<file path="src/rtl/opnd_fetch_seq_pkg.sv">
// opnd_fetch_seq_pkg
// Shared encodings for the operand fetch sequencer: operand kinds, operand
// sizes, register-file geometry and the sequencer FSM state type.
package opnd_fetch_seq_pkg;

  // Operand slot kind, as carried on opnd_kind.
  typedef enum logic [1:0] {
    KIND_NONE = 2'd0,
    KIND_REG  = 2'd1,
    KIND_MEM  = 2'd2,
    KIND_IMM  = 2'd3
  } opnd_kind_t;

  // Operand size, as carried on opnd_size. Code 3 is treated as 32-bit.
  localparam logic [1:0] SIZE_8  = 2'd0;
  localparam logic [1:0] SIZE_16 = 2'd1;
  localparam logic [1:0] SIZE_32 = 2'd2;

  // Register file: EAX, ECX, EDX, EBX, ESP, EBP, ESI, EDI at indices 0..7.
  // With 8-bit size, selectors 4..7 alias AH, CH, DH, BH (bits 15:8 of 0..3).
  localparam int NUM_GPRS = 8;

  typedef enum logic [1:0] {
    ST_IDLE    = 2'd0,
    ST_RESOLVE = 2'd1,
    ST_DONE    = 2'd2
  } state_t;

endpackage

</file>
<file path="src/rtl/opnd_fetch_seq_hint_match.sv">
// opnd_fetch_seq_hint_match
// Combinational priority matcher: finds the lowest-index read hint whose
// address equals addr.
// Ports:
//   addr          address to look up
//   hint_is_write per-hint write flag (write hints never match)
//   hint_addr     packed hint addresses, lowest index at the lowest slice
//   hint_data     packed hint data, lowest index at the lowest slice
//   hit           some read hint matched
//   hit_idx       index of the winning hint (0 when no hit)
//   hit_data      data of the winning hint (0 when no hit)
module opnd_fetch_seq_hint_match #(
  parameter int NUM_HINTS = 2,
  parameter int DATA_W    = 32,
  parameter int HIDX_W    = (NUM_HINTS > 1) ? $clog2(NUM_HINTS) : 1
) (
  input  logic [DATA_W-1:0]           addr,
  input  logic [NUM_HINTS-1:0]        hint_is_write,
  input  logic [DATA_W*NUM_HINTS-1:0] hint_addr,
  input  logic [DATA_W*NUM_HINTS-1:0] hint_data,
  output logic                        hit,
  output logic [HIDX_W-1:0]           hit_idx,
  output logic [DATA_W-1:0]           hit_data
);

  // Scanning from the top down lets the lowest matching index win.
  always_comb begin
    hit      = 1'b0;
    hit_idx  = '0;
    hit_data = '0;
    for (int i = NUM_HINTS - 1; i >= 0; i--) begin
      if (!hint_is_write[i] && (hint_addr[i*DATA_W +: DATA_W] == addr)) begin
        hit      = 1'b1;
        hit_idx  = HIDX_W'(i);
        hit_data = hint_data[i*DATA_W +: DATA_W];
      end
    end
  end

endmodule

</file>
<file path="src/rtl/opnd_fetch_seq.sv">
// opnd_fetch_seq
// Operand fetch sequencer. Captures an operand descriptor set on accept,
// then resolves one operand slot per cycle (register, immediate, memory via
// hint lookup, or effective address for LEA-style requests) and presents
// the results until the consumer takes them.
// Ports:
//   clk, rst                  clock, asynchronous active-high reset
//   in_valid / in_ready       request handshake (accepted in IDLE only)
//   opnd_kind/size/regsel     per-slot descriptor fields
//   opnd_addr / opnd_imm      per-slot effective address / immediate
//   mem_is_phony              MEM slots return address instead of data
//   regs                      register file snapshot, EAX at lowest slice
//   hint_is_write/addr/data   memory hint table
//   out_valid / out_ready     result handshake (held in DONE)
//   opnd_r, hint_used, miss   resolved operands and hint bookkeeping
//   busy                      sequencer not idle
//
// Handshakes: a transfer happens on a rising edge where valid and ready are
// both high. The producer holds valid until the transfer; ready never
// depends on valid. Result outputs stay stable while out_valid is high and
// keep the last result after the transfer until the next request is accepted.
module opnd_fetch_seq
  import opnd_fetch_seq_pkg::*;
#(
  parameter int NUM_OPNDS = 3,
  parameter int NUM_HINTS = 2,
  parameter int DATA_W    = 32
) (
  input  logic                        clk,
  input  logic                        rst,
  input  logic                        in_valid,
  output logic                        in_ready,
  input  logic [2*NUM_OPNDS-1:0]      opnd_kind,
  input  logic [2*NUM_OPNDS-1:0]      opnd_size,
  input  logic [3*NUM_OPNDS-1:0]      opnd_regsel,
  input  logic [DATA_W*NUM_OPNDS-1:0] opnd_addr,
  input  logic [DATA_W*NUM_OPNDS-1:0] opnd_imm,
  input  logic                        mem_is_phony,
  input  logic [8*DATA_W-1:0]         regs,
  input  logic [NUM_HINTS-1:0]        hint_is_write,
  input  logic [DATA_W*NUM_HINTS-1:0] hint_addr,
  input  logic [DATA_W*NUM_HINTS-1:0] hint_data,
  output logic                        out_valid,
  input  logic                        out_ready,
  output logic [DATA_W*NUM_OPNDS-1:0] opnd_r,
  output logic [NUM_HINTS-1:0]        hint_used,
  output logic                        miss,
  output logic                        busy
);

  localparam int IDX_W  = (NUM_OPNDS > 1) ? $clog2(NUM_OPNDS) : 1;
  localparam int HIDX_W = (NUM_HINTS > 1) ? $clog2(NUM_HINTS) : 1;

  // Zero-extending size mask.
  function automatic logic [DATA_W-1:0] size_mask(input logic [DATA_W-1:0] v,
                                                  input logic [1:0] sz);
    logic [DATA_W-1:0] r;
    case (sz)
      SIZE_8:  r = {{(DATA_W-8){1'b0}}, v[7:0]};
      SIZE_16: r = {{(DATA_W-16){1'b0}}, v[15:0]};
      default: r = v;
    endcase
    return r;
  endfunction

  state_t           state;
  state_t           state_nxt;
  logic [IDX_W-1:0] idx;
  logic             accept;

  // Request snapshot; resolution reads only these.
  logic [1:0]                  c_kind   [NUM_OPNDS];
  logic [1:0]                  c_size   [NUM_OPNDS];
  logic [2:0]                  c_regsel [NUM_OPNDS];
  logic [DATA_W-1:0]           c_addr   [NUM_OPNDS];
  logic [DATA_W-1:0]           c_imm    [NUM_OPNDS];
  logic [DATA_W-1:0]           c_regs   [NUM_GPRS];
  logic                        c_phony;
  logic [NUM_HINTS-1:0]        c_hint_is_write;
  logic [DATA_W*NUM_HINTS-1:0] c_hint_addr;
  logic [DATA_W*NUM_HINTS-1:0] c_hint_data;

  logic [DATA_W-1:0] res_q [NUM_OPNDS];

  logic [1:0]        cur_kind;
  logic [1:0]        cur_size;
  logic [2:0]        cur_sel;
  logic [DATA_W-1:0] cur_addr;
  logic [DATA_W-1:0] cur_imm;
  logic [DATA_W-1:0] slot_val;
  logic              cur_mem_lookup;

  logic              hm_hit;
  logic [HIDX_W-1:0] hm_idx;
  logic [DATA_W-1:0] hm_data;

  assign accept = in_valid && in_ready;

  // ---------------- FSM: state register ----------------
  always_ff @(posedge clk or posedge rst) begin
    if (rst) state <= ST_IDLE;
    else     state <= state_nxt;
  end

  // ---------------- FSM: next state ----------------
  always_comb begin
    state_nxt = state;
    case (state)
      ST_IDLE:    if (in_valid) state_nxt = ST_RESOLVE;
      ST_RESOLVE: if (idx == IDX_W'(NUM_OPNDS - 1)) state_nxt = ST_DONE;
      ST_DONE:    if (out_ready) state_nxt = ST_IDLE;
      default:    state_nxt = ST_IDLE;
    endcase
  end

  // ---------------- FSM: outputs ----------------
  always_comb begin
    in_ready  = (state == ST_IDLE);
    out_valid = (state == ST_DONE);
    busy      = (state != ST_IDLE);
  end

  // ---------------- Request capture ----------------
  always_ff @(posedge clk) begin
    if (accept) begin
      for (int i = 0; i < NUM_OPNDS; i++) begin
        c_kind[i]   <= opnd_kind[2*i +: 2];
        c_size[i]   <= opnd_size[2*i +: 2];
        c_regsel[i] <= opnd_regsel[3*i +: 3];
        c_addr[i]   <= opnd_addr[DATA_W*i +: DATA_W];
        c_imm[i]    <= opnd_imm[DATA_W*i +: DATA_W];
      end
      for (int r = 0; r < NUM_GPRS; r++) begin
        c_regs[r] <= regs[DATA_W*r +: DATA_W];
      end
      c_phony         <= mem_is_phony;
      c_hint_is_write <= hint_is_write;
      c_hint_addr     <= hint_addr;
      c_hint_data     <= hint_data;
    end
  end

  // ---------------- Slot resolution ----------------
  opnd_fetch_seq_hint_match #(
    .NUM_HINTS (NUM_HINTS),
    .DATA_W    (DATA_W),
    .HIDX_W    (HIDX_W)
  ) u_hint_match (
    .addr          (cur_addr),
    .hint_is_write (c_hint_is_write),
    .hint_addr     (c_hint_addr),
    .hint_data     (c_hint_data),
    .hit           (hm_hit),
    .hit_idx       (hm_idx),
    .hit_data      (hm_data)
  );

  always_comb begin
    cur_kind       = c_kind[idx];
    cur_size       = c_size[idx];
    cur_sel        = c_regsel[idx];
    cur_addr       = c_addr[idx];
    cur_imm        = c_imm[idx];
    cur_mem_lookup = (opnd_kind_t'(cur_kind) == KIND_MEM) && !c_phony;
    slot_val       = '0;
    case (opnd_kind_t'(cur_kind))
      KIND_REG: begin
        // Byte selectors 4..7 name the high byte of registers 0..3.
        if ((cur_size == SIZE_8) && cur_sel[2])
          slot_val = {{(DATA_W-8){1'b0}}, c_regs[{1'b0, cur_sel[1:0]}][15:8]};
        else
          slot_val = size_mask(c_regs[cur_sel], cur_size);
      end
      KIND_IMM: slot_val = size_mask(cur_imm, cur_size);
      KIND_MEM: begin
        if (c_phony)     slot_val = cur_addr;
        else if (hm_hit) slot_val = size_mask(hm_data, cur_size);
        else             slot_val = '0;
      end
      default: slot_val = '0;
    endcase
  end

  // ---------------- Result registers ----------------
  always_ff @(posedge clk or posedge rst) begin
    if (rst) begin
      idx       <= '0;
      hint_used <= '0;
      miss      <= 1'b0;
      for (int i = 0; i < NUM_OPNDS; i++) res_q[i] <= '0;
    end else if (accept) begin
      idx       <= '0;
      hint_used <= '0;
      miss      <= 1'b0;
      for (int i = 0; i < NUM_OPNDS; i++) res_q[i] <= '0;
    end else if (state == ST_RESOLVE) begin
      res_q[idx] <= slot_val;
      if (cur_mem_lookup) begin
        if (hm_hit) hint_used[hm_idx] <= 1'b1;
        else        miss <= 1'b1;
      end
      idx <= idx + 1'b1;
    end
  end

  always_comb begin
    opnd_r = '0;
    for (int i = 0; i < NUM_OPNDS; i++) opnd_r[DATA_W*i +: DATA_W] = res_q[i];
  end

endmodule

</file>
<file path="config.mk">
export PLATFORM = sky130hd
export DESIGN_NAME = opnd_fetch_seq
export DESIGN_NICKNAME = d
export VERILOG_FILES = /design/src/rtl/opnd_fetch_seq_pkg.sv /design/src/rtl/opnd_fetch_seq_hint_match.sv /design/src/rtl/opnd_fetch_seq.sv
export SDC_FILE = /design/constraint.sdc
export NUM_CORES = 1
export LEC_CHECK = 0
export BUFFER_PORTS_ARGS = -buffer_cell sky130_fd_sc_hd__buf_2
export CORE_AREA = 4 4 273 275
export DETAILED_ROUTE_END_ITERATION = 10
export DIE_AREA = 0 0 277 279
export HOLD_SLACK_MARGIN = 0.02
export PLACE_DENSITY = 0.65
export SLEW_MARGIN = 25
export SYNTH_ARGS = -nofsm -noshare
export SYNTH_HDL_FRONTEND = slang
export SYNTH_SLANG_ARGS = --single-unit
</file>
<file path="constraint.sdc">
create_clock -name clk -period 20.8 [get_ports clk]
set_input_delay 4.16 -clock clk [delete_from_list [all_inputs] [get_ports clk]]
set_output_delay 4.16 -clock clk [all_outputs]
set_load 0.02 [all_outputs]
</file>
==> flow_metrics.tcl <==
set metrics [dict create \
    avgSynthCellArea_um2 15.9 \
    worst_pin_slew_ns 1.02 \
    critPathTopFamily "buffers and inverters" \
    cts_tree "yes" \
    cp-end-kind "register" \
    switching_power_uw 1990 \
    cp_cell_sequence "buf_2 -> nand2_1 -> inv_8 -> buf_4 -> buf_4 -> buf_4 -> buf_12" \
    dpl.hpwl_um 75100 \
    ys.warnings.count 0 \
    cp_max_fo 114 \
    post-cts-setup-buffer-count 0 \
    leakage_uw 0.0143 \
    switching_share 0.371 \
    slew_headroom 0.318 \
    fin_worst_skew_ns 0.0291 \
    grt_max_degree 115 \
    fin_util 0.500 \
    vias 20200 \
    holdCritPathClass "register to register" \
    hold_buffers 0 \
    die_w_um 277 \
    synthArstFlopShare 0.147 \
    start_util 0.398 \
    critical_path_class "primary input to register" \
    grt_pass1_vias 21200 \
    cp_common_cell "buf_4" \
    clock-sinks 703 \
    worstPathRequired_ns 21.13 \
    grt_util_met3 0.0790 \
    hold_viol_final 0 \
    met1_usage 0.315 \
    nFillCells 6186 \
    fmax_ghz 0.134 \
    area_growth_pct 25.7 \
    drt-wirelength-per-cell_um 28.3 \
    vias_per_cell 5.66 \
    die-area_um2 77300 \
    post_cts_resized 0 \
    drt_first_iter_violations 2166 \
    grtUsageTotal 0.252 \
    wirelength_um 101000 \
    htreeDepth 3 \
    clk_latency_ns 0.64 \
    nets 3143 \
    seqCellArea_um2 20600 \
    use_met2 0.426 \
    setup_viol_count_final 0 \
    cts_buffers 79 \
    cp_slowest_cell "buf_4" \
    max_cap_violations 0 \
    ys.flop_type "edfxtp_1" \
    ys_seq_elements 703 \
    dr.pass1.iters 8 \
    placementRows 99 \
    yosysSeqAreaShare 0.715 \
    cts_buffer_depth 3 \
    drive_above_1_share 0.373 \
    die_h_um 279 \
    grt-busiest-layer "met2" \
    placement.io_buffers 705 \
    final_common_cell "buf_2" \
    whs_ns 0.492 \
    grt_pass1_wl_um 143000 \
    vdd_drop_max_mv 0.0836 \
    layout_worst_path_cycle_share 0.358 \
    synth_cell_types 62 \
    rsz0062_at_grt "false" \
    gp_congestion 0.896 \
    grt-ovfl-total 0 \
    drc_errors 0 \
    p_int_uw 3370 \
    clk_pin_slew_ns 0.06 \
    cp_num_buf_inv 6 \
    netlist_instances 1806 \
    place_area_um2 33500 \
    status "completed" \
    antenna_found_initial 13 \
    seqPwrFrac 0.386 \
    cp-start-kind "primary input" \
    ant_nets 0 \
    maxSlewViolCount 0 \
    synth_edf_count 600 \
    power.density_nw_per_um2 148 \
    pwr-share-clk 0.265 \
    synthesis.nets 2413 \
    fin_area_um2 36200 \
    combPwrFrac 0.350 \
    crit_arrival_ns 7.78 \
    cts-root-buf "clkbuf_16" \
    synthesis.area_um2 28800 \
    setup-tns-final_ns 0 \
    multi_input_area_um2 7780 \
    final_cell_mix "buf_2 (705), edfxtp_1 (600), nand2_1 (170), nor2_1 (101), dfrtp_1 (101)" \
    core_um2 72300 \
    fin_crit_ns 7.46 \
    cp_slowest_stage_delay_ns 0.89 \
    pin_count 706 \
]
==> power groups by stage <==
stage | Combinational, µW | Sequential, µW | Clock (µW)
final | 1870 | 2070 | 1420
after floorplan | 1070 | 2300 | 0
after CTS | 1870 | 2070 | 1440
after detailed placement | 1860 | 2090 | 0
after global routing | 1990 | 2090 | 1500
after global placement | 1800 | 2080 | 0
==> sequential cells by signal (all words and copies together) (netlist names), 6 cells and up <==
name / flops
c_kind: 6
opnd_r: 96
c_hint_data: 64
c_regs: 256
c_regsel: 9
c_size: 6
c_addr: 96
c_hint_addr: 64
c_imm: 96
==> logic make-up after synthesis <==
group | after synthesis | synth area share
adder cells (fa/ha/maj) | 3 | 0.00130
flip-flops | 703 | 0.715
AO/OA/AOI/OAI | 400 | 0.104
AND/OR/NAND/NOR | 373 | 0.0599
XOR/XNOR | 43 | 0.0131
buffers and inverters | 110 | 0.0172
multiplexers | 174 | 0.0896
==> synth_stat cells (11+ instances only) <==
cell type,n,area (µm²)
edfxtp_1,600,18000
o21ai_0,64,320
buf_2,23,115
clkbuf_1,52,195
mux2i_1,91,911
a211oi_1,51,383
and4_1,25,219
nor2b_1,11,68.8
nand2b_1,11,68.8
o221ai_1,56,490
dfrtp_1,103,2580
a211o_1,24,210
a22oi_1,24,180
o21ai_1,17,85.1
xor2_1,26,228
xnor2_1,17,149
nand2_1,170,638
mux2_2,12,135
a21oi_1,45,225
o22ai_1,35,219
o31ai_1,11,82.6
inv_1,18,67.6
nor2_1,105,394
a221o_1,24,240
mux4_2,64,1440
==> worst reg2reg max path: cells and delay by family (launching register included) <==
family	cells	cell delay, ns
simple gates	4	2.23
buf+inv	2	0.78
mux	1	0.76
flops	1	0.73
compound gates	1	0.48
xor+xnor	1	0.31
==> cell type report <==
type | instances | area share
inverter | 19 | 0.00225
timing repair buffer | 740 | 0.106
sequential | 703 | 0.569
antenna | 11 | 0.000761
clock inverter | 42 | 0.0144
clock buffer | 104 | 0.0589
multi-input combinational | 993 | 0.215
tap | 959 | 0.0332
==> stage by stage <==
| stage | cells | power, µW | setup slack [ns] |
|---|---|---|---|
| 4_1_cts | 3559 | 5380 | 13.26 |
| 3_3_place_gp | 3410 | 3880 | 12.71 |
| 6_report | 3571 | 5360 | 13.34 |
| 5_1_grt | 3562 | 5590 | 13.11 |
| 3_5_place_dp | 3413 | 3960 | 12.57 |
| 2_1_floorplan | 1806 | 3360 | 2.33 |
==> per-layer routing <==
layer	part of all wire	wire, µm
met3	0.10	10300
met2	0.49	49400
met5	0.00028	28
met4	0.031	3130
met1	0.38	38200
==> path summary, 6_finish.rpt <==
kind / to / from / depth (start not counted) / slack (ns)
min reg2reg: hint_used[0] / hint_used[0] / 2 / 0.49
max reg2reg: opnd_r[86] / idx[1] / 9 / 15.40
max: c_regs[4][29] / in_valid / 7 / 13.34
min in group asynchronous: opnd_r[83] / rst / 2 / 3.57
max in group asynchronous: idx[0] / rst / 3 / 15.79
min: hint_used[0] / hint_used[0] / 2 / 0.49
Note: power is estimated with default switching activity, not from simulation.
